### src/rtl/uart_bus_master_pkg.sv
// Shared constants and FSM encoding for the UART-to-bus bridge.
package uart_bus_master_pkg;

  localparam logic [7:0] CMD_WR  = 8'h57;
  localparam logic [7:0] CMD_RD  = 8'h52;
  localparam logic [7:0] RSP_ACK = 8'h06;
  localparam logic [7:0] RSP_NAK = 8'h15;

  localparam int unsigned ADDR_W  = 16;
  localparam int unsigned DATA_W  = 8;
  localparam int unsigned TIMER_W = 16;

  typedef enum logic [3:0] {
    ST_IDLE      = 4'd0,
    ST_ADDR_HI   = 4'd1,
    ST_ADDR_LO   = 4'd2,
    ST_DATA      = 4'd3,
    ST_REQ       = 4'd4,
    ST_ACCESS    = 4'd5,
    ST_RD_WAIT   = 4'd6,
    ST_SEND      = 4'd7,
    ST_SEND_WAIT = 4'd8
  } state_t;

  // States in which incoming bytes are consumed from the rx core.
  function automatic logic is_rx_state(input state_t s);
    return (s == ST_IDLE) || (s == ST_ADDR_HI) || (s == ST_ADDR_LO) || (s == ST_DATA);
  endfunction

  // States in which the inter-byte timeout counter runs.
  function automatic logic is_timed_state(input state_t s);
    return (s == ST_ADDR_HI) || (s == ST_ADDR_LO) || (s == ST_DATA);
  endfunction

endpackage

### src/rtl/uart_frame_timer.sv
// Inter-byte idle counter; flags expiry after TIMEOUT clocks without a byte.
module uart_frame_timer
  import uart_bus_master_pkg::*;
#(
  parameter int unsigned TIMEOUT = 65535
) (
  input  logic i_clk,
  input  logic i_rst,
  input  logic i_run,
  input  logic i_clr,
  output logic o_expired_c
);

  logic [TIMER_W-1:0] cnt;

  // Count idle clocks while running, saturating at TIMEOUT.
  always_ff @(posedge i_clk) begin
    if (!i_rst) begin
      cnt <= '0;
    end else if (!i_run || i_clr) begin
      cnt <= '0;
    end else if (cnt != TIMER_W'(TIMEOUT)) begin
      cnt <= cnt + TIMER_W'(1);
    end
  end

  assign o_expired_c = i_run && (cnt == TIMER_W'(TIMEOUT));

endmodule

### src/rtl/uart_rx.sv
// UART receiver core: 8N1, BAUD_DIV clocks per bit, byte held until acknowledged.
module uart_rx #(
  parameter int unsigned BAUD_DIV = 128
) (
  input  logic       i_clk,
  input  logic       i_rst,
  input  logic       i_rx,
  input  logic       i_ack,
  output logic [7:0] o_data,
  output logic       o_avail,
  output logic       o_err
);

  localparam int unsigned HALF = BAUD_DIV / 2;

  typedef enum logic [1:0] {R_IDLE, R_START, R_DATA, R_STOP} rx_state_t;

  rx_state_t   state;
  logic [1:0]  rx_sync;
  logic [15:0] cnt;
  logic [2:0]  bit_idx;
  logic [7:0]  shreg;
  logic        rx_in;

  assign rx_in = rx_sync[1];

  // Line synchroniser, bit sampler and holding register with overrun/framing flag.
  always_ff @(posedge i_clk) begin
    if (!i_rst) begin
      state   <= R_IDLE;
      rx_sync <= 2'b11;
      cnt     <= 16'd0;
      bit_idx <= 3'd0;
      shreg   <= 8'd0;
      o_data  <= 8'd0;
      o_avail <= 1'b0;
      o_err   <= 1'b0;
    end else begin
      rx_sync <= {rx_sync[0], i_rx};
      if (i_ack) begin
        o_avail <= 1'b0;
        o_err   <= 1'b0;
      end
      case (state)
        R_IDLE: begin
          if (!rx_in) begin
            cnt   <= 16'd0;
            state <= R_START;
          end
        end
        R_START: begin
          if (cnt == 16'(HALF - 1)) begin
            cnt     <= 16'd0;
            bit_idx <= 3'd0;
            state   <= rx_in ? R_IDLE : R_DATA;
          end else begin
            cnt <= cnt + 16'd1;
          end
        end
        R_DATA: begin
          if (cnt == 16'(BAUD_DIV - 1)) begin
            cnt   <= 16'd0;
            shreg <= {rx_in, shreg[7:1]};
            if (bit_idx == 3'd7) state <= R_STOP;
            else bit_idx <= bit_idx + 3'd1;
          end else begin
            cnt <= cnt + 16'd1;
          end
        end
        R_STOP: begin
          if (cnt == 16'(BAUD_DIV - 1)) begin
            cnt   <= 16'd0;
            state <= R_IDLE;
            if (rx_in) begin
              o_data  <= shreg;
              o_avail <= 1'b1;
              if (o_avail && !i_ack) o_err <= 1'b1;
            end else begin
              o_err <= 1'b1;
            end
          end else begin
            cnt <= cnt + 16'd1;
          end
        end
        default: state <= R_IDLE;
      endcase
    end
  end

endmodule

### src/rtl/uart_tx.sv
// UART transmitter core: 8N1, BAUD_DIV clocks per bit, ready when idle.
module uart_tx #(
  parameter int unsigned BAUD_DIV = 128
) (
  input  logic       i_clk,
  input  logic       i_rst,
  input  logic       i_go,
  input  logic [7:0] i_data,
  output logic       o_tx,
  output logic       o_ready
);

  logic [8:0]  shreg;
  logic [3:0]  nbits;
  logic [15:0] cnt;

  // Start bit on go, then 8 data bits LSB first and a stop bit, each BAUD_DIV clocks.
  always_ff @(posedge i_clk) begin
    if (!i_rst) begin
      o_tx    <= 1'b1;
      o_ready <= 1'b1;
      shreg   <= 9'd0;
      nbits   <= 4'd0;
      cnt     <= 16'd0;
    end else if (o_ready) begin
      if (i_go) begin
        o_tx    <= 1'b0;
        shreg   <= {1'b1, i_data};
        nbits   <= 4'd9;
        cnt     <= 16'd0;
        o_ready <= 1'b0;
      end
    end else if (cnt == 16'(BAUD_DIV - 1)) begin
      cnt <= 16'd0;
      if (nbits == 4'd0) begin
        o_ready <= 1'b1;
      end else begin
        o_tx  <= shreg[0];
        shreg <= {1'b0, shreg[8:1]};
        nbits <= nbits - 4'd1;
      end
    end else begin
      cnt <= cnt + 16'd1;
    end
  end

endmodule

### src/rtl/uart_bus_master.sv
// UART command bridge acting as initiator on the 16-bit address / 8-bit data bus.
module uart_bus_master
  import uart_bus_master_pkg::*;
#(
  parameter int unsigned BAUD_DIV = 128,
  parameter int unsigned READ_LAT = 2,
  parameter int unsigned TIMEOUT  = 65535
) (
  input  logic        i_clk,
  input  logic        i_rst,
  input  logic        i_rx,
  output logic        o_tx,
  output logic        o_req,
  input  logic        i_gnt,
  output logic [15:0] o_addr,
  output logic [7:0]  o_data,
  output logic        o_we,
  input  logic [7:0]  i_data,
  output logic        o_err
);

  // Index of the last RD_WAIT cycle; read data is sampled at its closing edge.
  localparam int unsigned LAT_LAST = (READ_LAT > 1) ? (READ_LAT - 2) : 0;

  state_t      state;
  logic        is_write;
  logic [2:0]  lat_cnt;
  logic [7:0]  tx_byte;
  logic        tx_go;
  logic        tx_ready;
  logic [7:0]  rx_data;
  logic        rx_avail;
  logic        rx_err;
  logic        rx_ack_c;
  logic        timer_run_c;
  logic        timer_expired_c;

  assign rx_ack_c    = is_rx_state(state) && (rx_avail || rx_err);
  assign timer_run_c = is_timed_state(state);

  uart_rx #(.BAUD_DIV(BAUD_DIV)) u_rx (
    .i_clk   (i_clk),
    .i_rst   (i_rst),
    .i_rx    (i_rx),
    .i_ack   (rx_ack_c),
    .o_data  (rx_data),
    .o_avail (rx_avail),
    .o_err   (rx_err)
  );

  uart_tx #(.BAUD_DIV(BAUD_DIV)) u_tx (
    .i_clk   (i_clk),
    .i_rst   (i_rst),
    .i_go    (tx_go),
    .i_data  (tx_byte),
    .o_tx    (o_tx),
    .o_ready (tx_ready)
  );

  uart_frame_timer #(.TIMEOUT(TIMEOUT)) u_timer (
    .i_clk       (i_clk),
    .i_rst       (i_rst),
    .i_run       (timer_run_c),
    .i_clr       (rx_ack_c),
    .o_expired_c (timer_expired_c)
  );

  // Frame decode, bus access sequencing and response transmission.
  always_ff @(posedge i_clk) begin
    if (!i_rst) begin
      state    <= ST_IDLE;
      o_req    <= 1'b0;
      o_we     <= 1'b0;
      o_addr   <= 16'd0;
      o_data   <= 8'd0;
      o_err    <= 1'b0;
      is_write <= 1'b0;
      lat_cnt  <= 3'd0;
      tx_byte  <= 8'd0;
      tx_go    <= 1'b0;
    end else begin
      o_we  <= 1'b0;
      tx_go <= 1'b0;
      case (state)
        ST_IDLE: begin
          if (rx_err) begin
            o_err <= 1'b1;
          end else if (rx_avail) begin
            if (rx_data == CMD_WR) begin
              is_write <= 1'b1;
              state    <= ST_ADDR_HI;
            end else if (rx_data == CMD_RD) begin
              is_write <= 1'b0;
              state    <= ST_ADDR_HI;
            end else begin
              o_err   <= 1'b1;
              tx_byte <= RSP_NAK;
              state   <= ST_SEND;
            end
          end
        end
        ST_ADDR_HI, ST_ADDR_LO, ST_DATA: begin
          if (rx_err) begin
            o_err <= 1'b1;
            state <= ST_IDLE;
          end else if (rx_avail) begin
            if (state == ST_ADDR_HI) begin
              o_addr[15:8] <= rx_data;
              state        <= ST_ADDR_LO;
            end else if (state == ST_ADDR_LO) begin
              o_addr[7:0] <= rx_data;
              if (is_write) begin
                state <= ST_DATA;
              end else begin
                o_req <= 1'b1;
                state <= ST_REQ;
              end
            end else begin
              o_data <= rx_data;
              o_req  <= 1'b1;
              state  <= ST_REQ;
            end
          end else if (timer_expired_c) begin
            o_err <= 1'b1;
            state <= ST_IDLE;
          end
        end
        ST_REQ: begin
          if (i_gnt) begin
            o_we    <= is_write;
            lat_cnt <= 3'd0;
            state   <= ST_ACCESS;
          end
        end
        ST_ACCESS: begin
          if (is_write) begin
            o_req   <= 1'b0;
            tx_byte <= RSP_ACK;
            state   <= ST_SEND;
          end else if (READ_LAT == 1) begin
            o_req   <= 1'b0;
            tx_byte <= i_data;
            state   <= ST_SEND;
          end else begin
            state <= ST_RD_WAIT;
          end
        end
        ST_RD_WAIT: begin
          if (lat_cnt == 3'(LAT_LAST)) begin
            o_req   <= 1'b0;
            tx_byte <= i_data;
            state   <= ST_SEND;
          end else begin
            lat_cnt <= lat_cnt + 3'd1;
          end
        end
        ST_SEND: begin
          if (tx_ready) begin
            tx_go <= 1'b1;
            state <= ST_SEND_WAIT;
          end
        end
        ST_SEND_WAIT: begin
          if (!tx_ready) state <= ST_IDLE;
        end
        default: state <= ST_IDLE;
      endcase
    end
  end

endmodule

### config.mk
export PLATFORM = sky130hd
export DESIGN_NAME = uart_bus_master
export DESIGN_NICKNAME = d
export VERILOG_FILES = /design/src/rtl/uart_bus_master_pkg.sv /design/src/rtl/uart_frame_timer.sv /design/src/rtl/uart_rx.sv /design/src/rtl/uart_tx.sv /design/src/rtl/uart_bus_master.sv
export SDC_FILE = /design/constraint.sdc
export NUM_CORES = 1
export LEC_CHECK = 0
export BUFFER_PORTS_ARGS = -buffer_cell sky130_fd_sc_hd__buf_4
export CORE_ASPECT_RATIO = 1.75
export CORE_MARGIN = 2
export CORE_UTILIZATION = 50
export CTS_BUF_LIST = sky130_fd_sc_hd__clkbuf_4 sky130_fd_sc_hd__clkbuf_8
export DETAILED_ROUTE_END_ITERATION = 10
export PLACE_DENSITY = 0.78
export RECOVER_POWER = 50
export SYNTH_ARGS = -nofsm -noshare
export SYNTH_HDL_FRONTEND = slang
export SYNTH_HIERARCHICAL = 1
export SYNTH_SLANG_ARGS = --single-unit
export TNS_END_PERCENT = 20
### constraint.sdc
create_clock -name i_clk -period 2.7 [get_ports i_clk]
set_clock_uncertainty 0.15 [all_clocks]
set_input_delay 0.135 -clock i_clk [delete_from_list [all_inputs] [get_ports i_clk]]
set_output_delay 0.135 -clock i_clk [all_outputs]
set_load 0.05 [all_outputs]
==> impl_metrics.yaml <==
grt:
  grt_pass1_vias: 5353
  grt-ovfl-total: 0
  grt_use_total: 0.210
  grt_max_degree: 39
  antenna_found_initial: 0
  grt_pass1_wl_mm: 23.5
critical_path:
  crit_type: "register to register"
  r2r_slack_ps: 200
  arrival_ps: 2740
  path_max_fanout: 5
  critical_path.startpoint_type: "register"
  slowest_stage: "dfxtp_1"
  critPathBufInv: 0
  critPathTopFamily: "simple AND/OR/NAND/NOR gates"
  end_kind: "register"
  required_ps: 2930
  slowest_delay_ps: 410
  path_cells: "ha_2, nand4_2, nor4_4, and2_1, o21ai_0, o211ai_1, nand4_1, or3_1, a21oi_1"
sta:
  whs_ps: 264
  rsz0062_at_grt: "true"
  finalCriticalPeriod_ps: 2500
  worst_slew_pin_slew_ps: 793
  slew_violations: 0
  fmax_ghz: 0.399
  finalSetupViolations: 0
  relSlewSlack: 0.471
  finalHoldViolCount: 0
  finalWorstSetupSlack_ps: 196
  period_share: 0.927
logic_synthesis:
  yosysSeqAreaShare: 0.415
  ys_ff_latch: 132
  avgSynthCellArea_um2: 8.72
  netlist_area_um2: 6370
  synthArstFlopShare: 0
  synth_edf_count: 0
  ys.flop_type: "dfxtp_1"
  synth_cell_type_count: 78
  syn_inst: 731
  yosysWarnings: 6
  synthesis.nets: 751
clock_tree:
  clk_path_buf_depth: 2
  worstSkewPairLatency_ps: 450
  clk_pin_slew_ps: 80
  cts.sinks: 132
  cts_root_buf: "clkbuf_8"
  cts_made_buffers: 17
  cts_tree: "done"
  postCtsSetupRepairBufs: 0
  h-tree-depth: 4
power:
  power.leakage_nw: 2.79
  power_density_nw_per_um2: 535
  finalPower_mw: 3.85
  ir_worst_vdd_uv: 376
placed_design:
  io_buffers: 39
  pre_cts_slack_ps: 163
  placedCellCount: 911
  dp.final_hpwl_mm: 9.91
  gp_congestion: 0.820
drt:
  viasPerCell: 5.74
  drtIter0Drc: 380
  wl_mm: 14.0
  drcViolationCount: 0
  ant_nets: 0
  first_pass_iters: 5
  routedWlPerCell_um: 14.7
  vias: 5475
flow_run:
  maxCapViolCount: 0
finish:
  layout_common_cells: "dfxtp_1, nand2_1, nor2_1"
  final_common_cell: "dfxtp_1"
  syn2layout_area_growth_pct: 12.8
  num-fill-cells: 1125
  num_antenna_cells: 0
  fin_cells: 954
  final_nets: 793
  drive_gt1_frac: 0.109
floorplanning:
  die_y_um: 153
  die-area_um2: 13700
  start_util: 0.512
  placementRows: 54
  io_pins: 40
  core_area_um2: 12400
  fp.dieW_um: 89.3
run_status:
  status: "completed"
hold_path:
  hold_path_class: "register to register"
## cell usage after synthesis (4+ instances only)
cell        n  area share
buf_2       8      0.0063
nor2_1     56       0.033
a22o_1      7      0.0096
and3_1      7      0.0069
nor3_1     12      0.0094
mux2i_1    42       0.066
nand2b_1   12       0.012
ha_1        8       0.016
o311ai_1    5      0.0069
or3_1      11       0.011
mux2_2      9       0.016
dfxtp_1   132        0.41
a31oi_1    13       0.013
nand4_1    12       0.012
nor4_1      9      0.0088
or2_1       6      0.0059
nand3_1    48       0.038
a21boi_0    4      0.0047
xor2_1      5      0.0069
o21ai_1    28       0.022
nand2_1    67       0.039
xnor2_1     5      0.0069
a21oi_1    36       0.028
nor3b_1     7      0.0082
nor2b_1    31       0.030
a21boi_1    4      0.0047
o21ai_0    15       0.012
and2_1      8      0.0079
buf_6       5      0.0088
clkbuf_1   24       0.014
inv_1      20       0.012
a21o_1      5      0.0059
## per-stage QoR
stage,cell area (um2),util,setup TNS [ps]
2_1_floorplan,6370,-,0
3_3_place_gp,6760,0.544,0
3_5_place_dp,6760,0.544,0
4_1_cts,7280,0.586,0
5_1_grt,7180,0.578,-44.8
6_report,7180,0.578,0
## cell type report
type | count | area, um2 | area share
Sequential cell | 132 | 2640 | 0.368
Clock inverter | 15 | 174 | 0.0242
Tap cell | 168 | 210 | 0.0293
Clock buffer | 17 | 234 | 0.0326
Multi-Input combinational cell | 537 | 3450 | 0.480
Inverter | 21 | 78.8 | 0.0110
Timing Repair Buffer | 64 | 399 | 0.0556
## metal layers
| metal | vias to the layer above | wire length [um] | part of all wire | GRT usage |
|---|---|---|---|---|
| met3 | 30 | 395 | 0.028 | 0.0524 |
| met2 | 96 | 7720 | 0.55 | 0.374 |
| met1 | 2637 | 5600 | 0.40 | 0.225 |
| met4 | 0 | 325 | 0.023 | 0.0945 |
| met5 | - | 0 | 0 | 0 |
| li1 | 2712 | - | - | - |
## sequential cells by signal (all words and copies together) (netlist names), 2 cells and up, named ones only
signal and count:
lat_cnt 3, o_addr 16, o_data 8, state 4, tx_byte 8, u_rx/bit_idx 3, u_rx/cnt 16, u_rx/o_data 8
u_rx/rx_sync 2, u_rx/shreg 8, u_timer/cnt 16, u_tx/cnt 16, u_tx/nbits 4, u_tx/shreg 9
## where the power goes
| group | switching [mW] | leakage [nW] | total, mW | internal [mW] |
|---|---|---|---|---|
| clock | 0.905 | 0.206 | 1.69 | 0.786 |
| sequential | 0.0172 | 1.06 | 1.98 | 1.96 |
| combinational | 0.105 | 1.52 | 0.180 | 0.0743 |
| total | 1.03 | 2.79 | 3.85 | 2.82 |
## worst paths after layout
check | startpoint | end | cells after the start
hold reg to reg | u_rx/rx_sync[0] | u_rx/rx_sync[1] | 1
setup / recovery | u_timer/cnt[0] | state[3] | 9
setup reg to reg | u_timer/cnt[0] | state[3] | 9
hold / removal | u_rx/rx_sync[0] | u_rx/rx_sync[1] | 1
## logic make-up after synthesis
kind of cell | synth area share
compound gates | 0.153
xor+xnor | 0.0137
fa+ha+maj | 0.0157
buf+inv | 0.0471
flops | 0.415
mux | 0.0819
simple gates | 0.274
## timing repair
| action | CTS | global route |
|---|---|---|
| hold endpoints to repair | 28 | 0 |
| resized for setup | 0 | 3 |
| endpoints found under the setup margin | 0 | 5 |
| hold buffers | 11 | 0 |
No activity file was read; power rests on OpenSTA's default activity.
